[config.mk]
export PLATFORM = sky130hd
export DESIGN_NAME = std_gate_lib
export DESIGN_NICKNAME = d
export VERILOG_FILES = /design/src/rtl/std_gate_pkg.sv /design/src/rtl/std_gate_reg.sv /design/src/rtl/std_gate_lib.sv
export SDC_FILE = /design/constraint.sdc
export NUM_CORES = 1
export LEC_CHECK = 0
export CAP_MARGIN = 20
export CORE_AREA = 3 3 99 101
export CTS_BUF_LIST = sky130_fd_sc_hd__clkbuf_4
export DETAILED_ROUTE_END_ITERATION = 8
export DIE_AREA = 0 0 102 104
export MAX_ROUTING_LAYER = met4
export PLACE_DENSITY = 0.78
export SETUP_SLACK_MARGIN = 0.4
export SLEW_MARGIN = 0
export SYNTH_ARGS = -nofsm -noshare
export SYNTH_HDL_FRONTEND = slang
export SYNTH_SLANG_ARGS = --single-unit
[constraint.sdc]
create_clock -name clk -period 0.8 [get_ports clk]
set_input_delay 0.16 -clock clk [delete_from_list [all_inputs] [get_ports clk]]
set_output_delay 0.16 -clock clk [all_outputs]
set_load 0.02 [all_outputs]
[src/rtl/std_gate_pkg.sv]
// -----------------------------------------------------------------------------
// std_gate_pkg
// Shared constants for the standard gate library block.
//   DEFAULT_WIDTH : default AND/OR operand and result width
//   RST_BIT       : value every registered output bit takes while in reset
//   SEL_A / SEL_B : mux select encodings (SEL_A picks a_bit, SEL_B picks b_bit)
// -----------------------------------------------------------------------------
package std_gate_pkg;

    localparam int   DEFAULT_WIDTH = 32;

    localparam logic RST_BIT = 1'b0;

    localparam logic SEL_A = 1'b0;
    localparam logic SEL_B = 1'b1;

endpackage : std_gate_pkg

[src/rtl/std_gate_reg.sv]
// -----------------------------------------------------------------------------
// std_gate_reg
// Parameterised-width output register with asynchronous active-low clear and
// synchronous load enable.
// Ports:
//   clk   : rising-edge clock
//   rst_n : asynchronous active-low clear; q forced to all RST_BIT immediately
//   en    : load enable; q holds when low
//   d     : data to load
//   q     : registered data
// -----------------------------------------------------------------------------
module std_gate_reg
    import std_gate_pkg::*;
#(
    parameter int WIDTH = DEFAULT_WIDTH
) (
    input  logic             clk,
    input  logic             rst_n,
    input  logic             en,
    input  logic [WIDTH-1:0] d,
    output logic [WIDTH-1:0] q
);

    logic [WIDTH-1:0] q_reg;

    // The clear acts on the falling edge of rst_n itself, so a value loaded
    // just before reset is dropped without waiting for the next clock.
    always_ff @(posedge clk or negedge rst_n) begin
        if (!rst_n) begin
            q_reg <= {WIDTH{RST_BIT}};
        end else if (en) begin
            q_reg <= d;
        end
    end

    assign q = q_reg;

endmodule : std_gate_reg

[src/rtl/std_gate_lib.sv]
// -----------------------------------------------------------------------------
// std_gate_lib
// Standard gate library leaf: WIDTH-bit bitwise AND, WIDTH-bit bitwise OR and a
// 1-bit 2:1 mux, each available combinationally and through a one-cycle
// register stage.
// Ports:
//   clk     : rising-edge clock for the register stage
//   rst_n   : asynchronous active-low reset of the registered outputs only
//   en      : register-stage load enable (registered outputs hold when low)
//   a_vec   : AND/OR operand A
//   b_vec   : AND/OR operand B
//   a_bit   : mux data input A (selected when sel == SEL_A)
//   b_bit   : mux data input B (selected when sel == SEL_B)
//   sel     : mux select
//   and_out : combinational a_vec & b_vec
//   or_out  : combinational a_vec | b_vec
//   mux_out : combinational mux result
//   and_q   : registered and_out
//   or_q    : registered or_out
//   mux_q   : registered mux_out
// -----------------------------------------------------------------------------
module std_gate_lib
    import std_gate_pkg::*;
#(
    parameter int WIDTH = DEFAULT_WIDTH
) (
    input  logic             clk,
    input  logic             rst_n,
    input  logic             en,
    input  logic [WIDTH-1:0] a_vec,
    input  logic [WIDTH-1:0] b_vec,
    input  logic             a_bit,
    input  logic             b_bit,
    input  logic             sel,
    output logic [WIDTH-1:0] and_out,
    output logic [WIDTH-1:0] or_out,
    output logic             mux_out,
    output logic [WIDTH-1:0] and_q,
    output logic [WIDTH-1:0] or_q,
    output logic             mux_q
);

    // -------------------------------------------------------------------------
    // Combinational gates: strictly per bit, no cross-bit interaction.
    // -------------------------------------------------------------------------
    genvar gi;
    generate
        for (gi = 0; gi < WIDTH; gi++) begin : g_bit
            assign and_out[gi] = a_vec[gi] & b_vec[gi];
            assign or_out[gi]  = a_vec[gi] | b_vec[gi];
        end
    endgenerate

    // An unknown select falls through to the default arm and yields X rather
    // than silently favouring one input.
    always_comb begin
        mux_out = 1'bx;
        case (sel)
            SEL_A:   mux_out = a_bit;
            SEL_B:   mux_out = b_bit;
            default: mux_out = 1'bx;
        endcase
    end

    // -------------------------------------------------------------------------
    // Register stage: one instance per function, mux path is one bit wide.
    // -------------------------------------------------------------------------
    std_gate_reg #(
        .WIDTH (WIDTH)
    ) u_and_reg (
        .clk   (clk),
        .rst_n (rst_n),
        .en    (en),
        .d     (and_out),
        .q     (and_q)
    );

    std_gate_reg #(
        .WIDTH (WIDTH)
    ) u_or_reg (
        .clk   (clk),
        .rst_n (rst_n),
        .en    (en),
        .d     (or_out),
        .q     (or_q)
    );

    std_gate_reg #(
        .WIDTH (1)
    ) u_mux_reg (
        .clk   (clk),
        .rst_n (rst_n),
        .en    (en),
        .d     (mux_out),
        .q     (mux_q)
    );

endmodule : std_gate_lib

==> out/metrics.yaml <==
yosys:
  synth_adder_area_share_pct: 0
  ys_warn_count: 0
  synth_compound_area_share_pct: 0
  synth-seq-cells: 65
  synth-simple-area-share_pct: 13.2
  synthXorXnorAreaFrac_pct: 0
  synth_top_family_by_area: "multiplexers"
  postSynthCellCount: 202
  syn_area_sq_um: 3030
  synthMuxAreaShare_pct: 30.7
  syn-num-nets: 272
  synth_area_per_cell_sq_um: 15.0
  synth_cell_types: 7
  ys_seq_area_share_pct: 53.7
die:
  core_area_sq_um: 9110
  die-height_um: 104
  io_pins: 200
  dieArea_sq_um: 10600
  initial_core_util_pct: 33.3
  rows: 35
  die_w_um: 102
setup_path:
  worstPathRequired_ps: 640
  critPathCaptureType: "output pin"
  critical-path-slowest-cell: "dfrtp_2"
  r2r_setup_slack_ps: -300
  worst_r2r_path_depth: 4
  cp-start-kind: "flop"
  cp_max_fo: 2
  worstSetupPathType: "reg2out"
  worstReg2RegStart: "u_or_reg.q[23]$_DFFE_PN0P_"
  crit_path_end: "or_q[20]"
  crit_path_start: "u_or_reg.q[20]$_DFFE_PN0P_"
  cp_cell_sequence: "buf_6"
  crit_buf_inv: 1
  r2r_end: "u_or_reg.q[23]$_DFFE_PN0P_"
  cp_num_cells: 1
  arrival_ps: 970
  crit_family: "flip-flops"
  slowest_delay_ps: 440
global_route:
  grt-ovfl-total: 0
  first_global_vias: 2995
  grtUsageTotal_pct: 18.8
  antenna_found_initial: 0
  grt_pass1_wl_um: 15100
  grt_max_degree: 42
placement:
  placed_area_sq_um: 5780
  dp_hpwl_um: 6790
  post-place-ws_ps: -846
  io_buffers: 199
  gp_congestion: 0.738
pwr:
  ir_worst_vdd_v: 0.000729
  power.density_nw_per_um2: 1440
  leakage_uw: 0.00337
sta:
  rsz0062_at_grt: "yes"
  final.min_clock_period_ps: 1130
  fmax_mhz: 887
  worstMarginPinSlew_ps: 244
  hold_viol_final: 65
  period_share_pct: 141
  skew_ps: 0
  hold_ws_ps: -248
  slew_headroom_pct: 83.7
  timing.final.ws_setup_ps: -328
  setup_viol: 97
  slew_violations: 0
finish:
  mostFrequentLayoutCell: "buf_6"
  diodes: 0
  final_layout_size_suffix_gt1_share_pct: 99.3
  syn2layout_area_growth_pct: 126
  mostFrequentLayoutCells: "buf_6, buf_4, dfrtp_2"
  final_area_sq_um: 6830
  nets: 602
routing:
  wl_per_cell_um: 15.8
  vias: 2871
  drtIter0Drc: 57
  drtPass1Iterations: 4
  vias_per_cell: 4.43
  routed_wirelength_um: 10200
  drcViolationCount: 0
  antenna_left: 0
cts:
  clk_latency_ps: 380
  cts_tree: "done"
  clk_transition_reported_paths_ps: 110
  cts_sinks: 65
  clockBufferDepth: 2
  cts.root.buffer_cell: "clkbuf_4"
  numCtsBuffers: 9
  htreeDepth: 3
worst_hold_path:
  hold_path.class: "in2async"
status:
  violations: "hold timing, setup timing"
  status: "finished, violations left"
flow_run:
  timing.max_cap.violations: 0
[power by group]
part	switching (uW)	internal [uW]	total (uW)
clock	1140	992	2130
sequential	237	3630	3870
combinational	1440	2390	3820
[cell families (layout without fill, tap and decap cells)]
group / count (synthesis) / after routing
multiplexers: 66 / 66
flip-flops: 65 / 65
AND/OR/NAND/NOR: 64 / 64
buffers and inverters: 7 / 342
[cell usage after synthesis, drive strengths merged]
cell / number / share of area, %
and2: 32 / 6.6
buf: 7 / 2.4
dfrtp: 65 / 54
mux2: 66 / 31
or2: 32 / 6.6
[layer usage]
metal  vias to the layer above  GRT usage, %  wire [um]
met2                       129          32.2       5570
met3                        16          4.43        669
li1                       1346             -          -
met4                         0          7.31        200
met1                      1380          21.0       3790
met5                         -             -          0
[worst min-delay path by stage]
stage           from                     endpoint  slack (ps)  cells after the start
6_report       rst_n    u_or_reg.q[8]$_DFFE_PN0P_        -250                      2
5_1_grt        rst_n   u_or_reg.q[10]$_DFFE_PN0P_        -300                      2
4_1_cts        rst_n   u_and_reg.q[8]$_DFFE_PN0P_        -280                      2
3_5_place_dp   rst_n  u_and_reg.q[28]$_DFFE_PN0P_         160                      2
3_3_place_gp   rst_n  u_and_reg.q[28]$_DFFE_PN0P_         160                      2
2_1_floorplan  rst_n   u_and_reg.q[0]$_DFFE_PN0P_        -140                      0
[final cells by class]
type	count	area [sq um]
flip-flops and latches	65	1710
well taps	111	139
clock buffers	11	82.6
multi-input cells	130	1510
fillers	578	2270
clock inverters	5	46.3
repair buffers	326	3350
[stage by stage]
| step | TNS [ps] | total power (uW) | util [%] | std cells |
|---|---|---|---|---|
| floorplan | -2450 | 5310 | - | 202 |
| global placement | -95520 | 6990 | 63.4 | 558 |
| detailed placement | -97340 | 7050 | 63.4 | 558 |
| CTS | -24600 | 9680 | 71.8 | 625 |
| global route | -28830 | 10300 | 75.0 | 648 |
| finish | -23370 | 9830 | 75.0 | 648 |
[repair_timing]
action,CTS,global route
endpoints found under the hold margin,65,65
cloned,0,0
buffers inserted,51,23
resized for setup,1121,28
endpoints found under the setup margin,195,195
pin swaps,51,34
(Power assumes the default switching activity.)
